$ cat src/rtl/riscv_pkg.sv
// Types and constants shared by the RV32I pipeline register chain and the hazard unit.
// Holds the bubble instruction, base opcodes and the per-stage payload struct.
package riscv_pkg;

    localparam logic [31:0] NOP = 32'h0000_0013;

    localparam logic [6:0] ArithmeticR = 7'b0110011;
    localparam logic [6:0] ArithmeticI = 7'b0010011;
    localparam logic [6:0] MemoryLoad  = 7'b0000011;
    localparam logic [6:0] MemoryStore = 7'b0100011;
    localparam logic [6:0] Branch      = 7'b1100011;
    localparam logic [6:0] Jal         = 7'b1101111;
    localparam logic [6:0] Jalr        = 7'b1100111;
    localparam logic [6:0] Lui         = 7'b0110111;
    localparam logic [6:0] Auipc       = 7'b0010111;
    localparam logic [6:0] System      = 7'b1110011;

    typedef struct packed {
        logic [31:0] is;
        logic [31:0] pc;
        logic        vld;
    } stage_t;

    localparam stage_t BUBBLE = '{is: NOP, pc: 32'h0, vld: 1'b0};

    function automatic logic [6:0] opcode_of(input logic [31:0] ins);
        return ins[6:0];
    endfunction

endpackage

$ cat src/rtl/pipe_stage_reg.sv
// One pipeline stage register (instruction, PC, valid); one-cycle latency.
// clr loads a bubble and overrides en; en=0 holds the stage.
module pipe_stage_reg
    import riscv_pkg::*;
(
    input  logic   clk,
    input  logic   rstn,
    input  logic   en,
    input  logic   clr,
    input  stage_t d,
    output stage_t q
);

    stage_t r_q;

    always_ff @(posedge clk or negedge rstn) begin
        if (!rstn) begin
            r_q <= BUBBLE;
        end else if (clr) begin
            r_q <= BUBBLE;
        end else if (en) begin
            r_q <= d;
        end
    end

    assign q = r_q;

endmodule

$ cat src/rtl/pipe_is_chain.sv
// PC and IF/ID..MEM/WB instruction chain driven by the hazard unit's stall/flush controls; all outputs registered.
// Optional performance counters (stalls, flushes, retirements) are built when PIPE_PERF_CNT_EN is defined.
module pipe_is_chain
    import riscv_pkg::*;
#(
    parameter logic [31:0] PC_RESET = 32'h0000_0000
) (
    input  logic        clk,
    input  logic        rstn,
    input  logic        pc_en,
    input  logic        if_id_en,
    input  logic        if_id_clear,
    input  logic        id_ex_clear,
    input  logic [31:0] npc,
    input  logic [31:0] if_is,
    output logic [31:0] pc,
    output logic [31:0] id_is,
    output logic [31:0] ex_is,
    output logic [31:0] mem_is,
    output logic [31:0] wb_is,
    output logic [31:0] id_pc,
    output logic [31:0] ex_pc,
    output logic [31:0] mem_pc,
    output logic [31:0] wb_pc,
    output logic        id_vld,
    output logic        ex_vld,
    output logic        mem_vld,
    output logic        wb_vld,
`ifdef PIPE_PERF_CNT_EN
    output logic [31:0] stall_cnt,
    output logic [31:0] flush_cnt,
    output logic [31:0] retire_cnt,
`endif
    output logic        wb_retire
);

    logic [31:0] r_pc;
    stage_t      w_fetch;
    stage_t      w_id;
    stage_t      w_ex;
    stage_t      w_mem;
    stage_t      w_wb;

    always_ff @(posedge clk or negedge rstn) begin
        if (!rstn) begin
            r_pc <= PC_RESET;
        end else if (pc_en) begin
            r_pc <= npc;
        end
    end

    assign w_fetch = '{is: if_is, pc: r_pc, vld: 1'b1};

    pipe_stage_reg u_if_id (
        .clk (clk), .rstn(rstn), .en(if_id_en), .clr(if_id_clear), .d(w_fetch), .q(w_id)
    );

    // ID/EX has no hold: a stall must always be paired with id_ex_clear.
    pipe_stage_reg u_id_ex (
        .clk (clk), .rstn(rstn), .en(1'b1), .clr(id_ex_clear), .d(w_id), .q(w_ex)
    );

    pipe_stage_reg u_ex_mem (
        .clk (clk), .rstn(rstn), .en(1'b1), .clr(1'b0), .d(w_ex), .q(w_mem)
    );

    pipe_stage_reg u_mem_wb (
        .clk (clk), .rstn(rstn), .en(1'b1), .clr(1'b0), .d(w_mem), .q(w_wb)
    );

    assign pc        = r_pc;
    assign id_is     = w_id.is;
    assign id_pc     = w_id.pc;
    assign id_vld    = w_id.vld;
    assign ex_is     = w_ex.is;
    assign ex_pc     = w_ex.pc;
    assign ex_vld    = w_ex.vld;
    assign mem_is    = w_mem.is;
    assign mem_pc    = w_mem.pc;
    assign mem_vld   = w_mem.vld;
    assign wb_is     = w_wb.is;
    assign wb_pc     = w_wb.pc;
    assign wb_vld    = w_wb.vld;
    assign wb_retire = w_wb.vld;

`ifdef PIPE_PERF_CNT_EN
    logic [31:0] r_stall_cnt;
    logic [31:0] r_flush_cnt;
    logic [31:0] r_retire_cnt;

    always_ff @(posedge clk or negedge rstn) begin
        if (!rstn) begin
            r_stall_cnt  <= '0;
            r_flush_cnt  <= '0;
            r_retire_cnt <= '0;
        end else begin
            if (!pc_en)                r_stall_cnt  <= r_stall_cnt + 32'd1;
            if (id_ex_clear && pc_en)  r_flush_cnt  <= r_flush_cnt + 32'd1;
            if (w_wb.vld)              r_retire_cnt <= r_retire_cnt + 32'd1;
        end
    end

    assign stall_cnt  = r_stall_cnt;
    assign flush_cnt  = r_flush_cnt;
    assign retire_cnt = r_retire_cnt;
`endif

    // Holding the PC without bubbling EX would duplicate the ID instruction.
    a_stall_needs_bubble: assert property (@(posedge clk) disable iff (!rstn) pc_en || id_ex_clear);

endmodule

$ cat config.mk
export PLATFORM = sky130hd
export DESIGN_NAME = pipe_is_chain
export DESIGN_NICKNAME = d
export VERILOG_FILES = /design/src/rtl/riscv_pkg.sv /design/src/rtl/pipe_stage_reg.sv /design/src/rtl/pipe_is_chain.sv
export SDC_FILE = /design/constraint.sdc
export NUM_CORES = 1
export LEC_CHECK = 0
export CORE_ASPECT_RATIO = 1.25
export CORE_MARGIN = 2
export CORE_UTILIZATION = 46
export CTS_CLUSTER_SIZE = 20
export DETAILED_ROUTE_END_ITERATION = 12
export GPL_TIMING_DRIVEN = 1
export PLACE_DENSITY = 0.84
export SETUP_SLACK_MARGIN = 0.5
export SLEW_MARGIN = 20
export SYNTH_ARGS = -nofsm -noshare
export SYNTH_HDL_FRONTEND = slang
export SYNTH_SLANG_ARGS = --single-unit
$ cat constraint.sdc
create_clock -name clk -period 1.9 [get_ports clk]
set_input_delay 0.38 -clock clk [delete_from_list [all_inputs] [get_ports clk]]
set_output_delay 0.38 -clock clk [all_outputs]
set_load 0.03 [all_outputs]
==> results.ini, run 1 <==
[route]
wl_met2_um = 16600
routedWlPerCell_um = 23.0
routed_wl_um = 30500
first_iter_violations = 347
vias = 6487
drcViolationCount = 0
avgViaCountPerCell = 4.89
antenna_left = 0
top_layer_used = met4
route.met3.wl_um = 2430
first_pass_iters = 4
wl_met1_um = 10200

[placed_design]
place_area_um2 = 13200
dp_slack_ns = 0.286
dpl.hpwl_um = 17300
gp_congestion = 0.798
io_buffers = 362

[setup_path]
cp_max_fo = 2
slowest_stage = dfstp_2
critPathKind = reg2out
path_cells = buf_6
critPathArrivalTime_ns = 1.25
cp-start-kind = flop
endpoint_kind = output port
required_ns = 1.52
path_delay_family = flip-flops
max_stage_delay_ns = 0.57
r2r_slack_ns = 0.64
crit_buf_inv = 1

[clocking]
cts-root-buf = clkbuf_16
cts_inserted_buffers = 27
cts.sinks = 292
clkTransAtPathRegs_ns = 0.07
worstSkewPairLatency_ns = 0.54
cts_htree_levels = 1
clockBufferDepth = 3
cts_tree = done

[synthesis]
synth_compound_gate_area_share = 0.00285
syn_avg_cell_area_um2 = 16.9
syn-cell-area_um2 = 9230
netlist_instances = 546
syn-num-nets = 616
yosys.area.top_type = dfrtp_1
synth-warning-count = 0
synthMuxAreaShare = 0.105
synth_cell_types = 17
synth.ff_latch_count = 292
synth_top_cell_area_share = 0.759
synthAdderAreaFrac = 0
seq_area_frac_synth = 0.793
synth_xor_area_frac = 0
synth_top_family_by_area = multiplexers
synth_area_leaders = dfrtp_1 (76%), mux2i_1 (6.6%), nor2b_1 (4.0%)
yosys.area_share.simple = 0.0725

[timing]
slew_viol_final = 0
max_freq_ghz = 0.613
setup_viol = 0
worst_pin_slew_ns = 0.504
fin_crit_ns = 1.63
rsz0062_at_grt = true
tns_ns = 0
hold_viol_final = 0
fin_ws_ns = 0.268
period_share = 0.859
skew_ns = 0.0196
relSlewSlack = 0.664

[cells_and_area]
antenna_cells = 0
drive_gt1_frac = 0.489
nets = 1110
mostFrequentLayoutCells = buf_6 (291), dfrtp_1 (276), buf_4 (124), clkdlybuf4s50_1 (65), nor2_1 (63)
finish.instance_area_um2 = 15300
syn2layout_area_growth_pct = 65.3
final_util = 0.781
final_common_cell = buf_6

[power]
power.density_nw_per_um2 = 973
vdd_drop_max_mv = 0.896
total_power_mw = 14.8
leakagePower_nw = 7.84

[grt]
grt_pass1_vias = 6571
grt_pass1_wl_um = 40500
grt_overflow = 0
grt_max_degree = 58
antenna_found_initial = 0
grt_usage = 0.256

[die]
start_util = 0.472
core_region_area_um2 = 19500
dieArea_um2 = 21200
ioPinCount = 363
die_w_um = 131
die_h_um = 162
row_count = 57

[status]
status = complete, no violations

[min_path]
min_path_type = in2reg

[run]
cap_violations = 0

-- state kept, by name (all words and copies together), names as in the netlist --
signal      count
pc             32
u_id_ex.q      65
u_ex_mem.q     65
u_if_id.q      65
u_mem_wb.q     65
-- cells in the mapped netlist (all sizes together) --
library cell,n
dfrtp,280
nor2,63
mux2i,61
nor2b,59
mux2,32
buf,17
dfstp,12
clkbuf,10
and2b,6
a211o,3
or2,3
-- worst paths after layout --
check                               start             end  cells after the start
min reg2reg                u_ex_mem.q[33]  u_mem_wb.q[33]                      0
min in group asynchronous            rstn  u_ex_mem.q[64]                      2
min                           if_id_clear   u_if_id.q[49]                      2
max reg2reg                 u_if_id.q[37]   u_if_id.q[37]                      3
max                         u_if_id.q[33]        id_is[0]                      1
max in group asynchronous            rstn  u_mem_wb.q[26]                      3
-- metrics by stage --
step | instances | hold WS [ns]
after CTS | 1244 | 0.247
after detailed placement | 1164 | 0.344
after floorplan | 546 | 0.0844
final | 1326 | 0.259
after global routing | 1326 | 0.264
after global placement | 1164 | 0.339
-- logic make-up (layout without fill, tap and decap cells) --
| group | after synthesis | count (layout) |
|---|---|---|
| flops | 292 | 292 |
| simple gates | 131 | 131 |
| compound gates | 3 | 3 |
| mux | 93 | 93 |
| buf+inv | 27 | 542 |
-- cell type report --
type | count | area, um^2
tap | 265 | 332
clock buffer | 39 | 781
clock inverter | 11 | 115
fill | 1038 | 4280
sequential | 292 | 7330
multi-input combinational | 227 | 1670
timing repair buffer | 492 | 5040
-- layer usage --
| layer | global-route usage | up-vias |
|---|---|---|
| met2 | 0.473 | 298 |
| met5 | 0 | - |
| met4 | 0.0914 | 0 |
| met1 | 0.283 | 3375 |
| met3 | 0.0647 | 74 |
| li1 | - | 2740 |
-- what timing repair did --
item | CTS | global route
buffers inserted | 29 | 82
resized for setup | 1133 | 1161
cloned | 0 | 0
endpoints found under the hold margin | 44 | 0
endpoints found under the setup margin | 293 | 293
hold buffers | 1 | 0
pin swaps | 0 | 0
-- power by group --
group	switching, mW	total [mW]	internal, mW
Sequential	0.295	6.85	6.56
Combinational	1.32	2.46	1.14
Clock	2.40	5.53	3.14
Power figures use the tool's default switching activity.
==> run 2, diff against run 1 <==
--- a/config.mk
+++ b/config.mk
@@ -5,6 +5,7 @@
 export SDC_FILE = /design/constraint.sdc
 export NUM_CORES = 1
 export LEC_CHECK = 0
+export CAP_MARGIN = 20
 export CORE_ASPECT_RATIO = 1.25
 export CORE_MARGIN = 2
 export CORE_UTILIZATION = 46
==> results of run 2 <==
Same layout as run 1: the final DEF is identical, and so are final timing and power.
==> run 3, diff against run 2 <==
--- a/config.mk
+++ b/config.mk
@@ -12,6 +12,7 @@
 export CTS_CLUSTER_SIZE = 20
 export DETAILED_ROUTE_END_ITERATION = 12
 export GPL_TIMING_DRIVEN = 1
+export HOLD_SLACK_MARGIN = 0.03
 export PLACE_DENSITY = 0.84
 export SETUP_SLACK_MARGIN = 0.5
 export SLEW_MARGIN = 20
==> results of run 3 <==
Same layout as run 1: the final DEF is identical, and so are final timing and power.
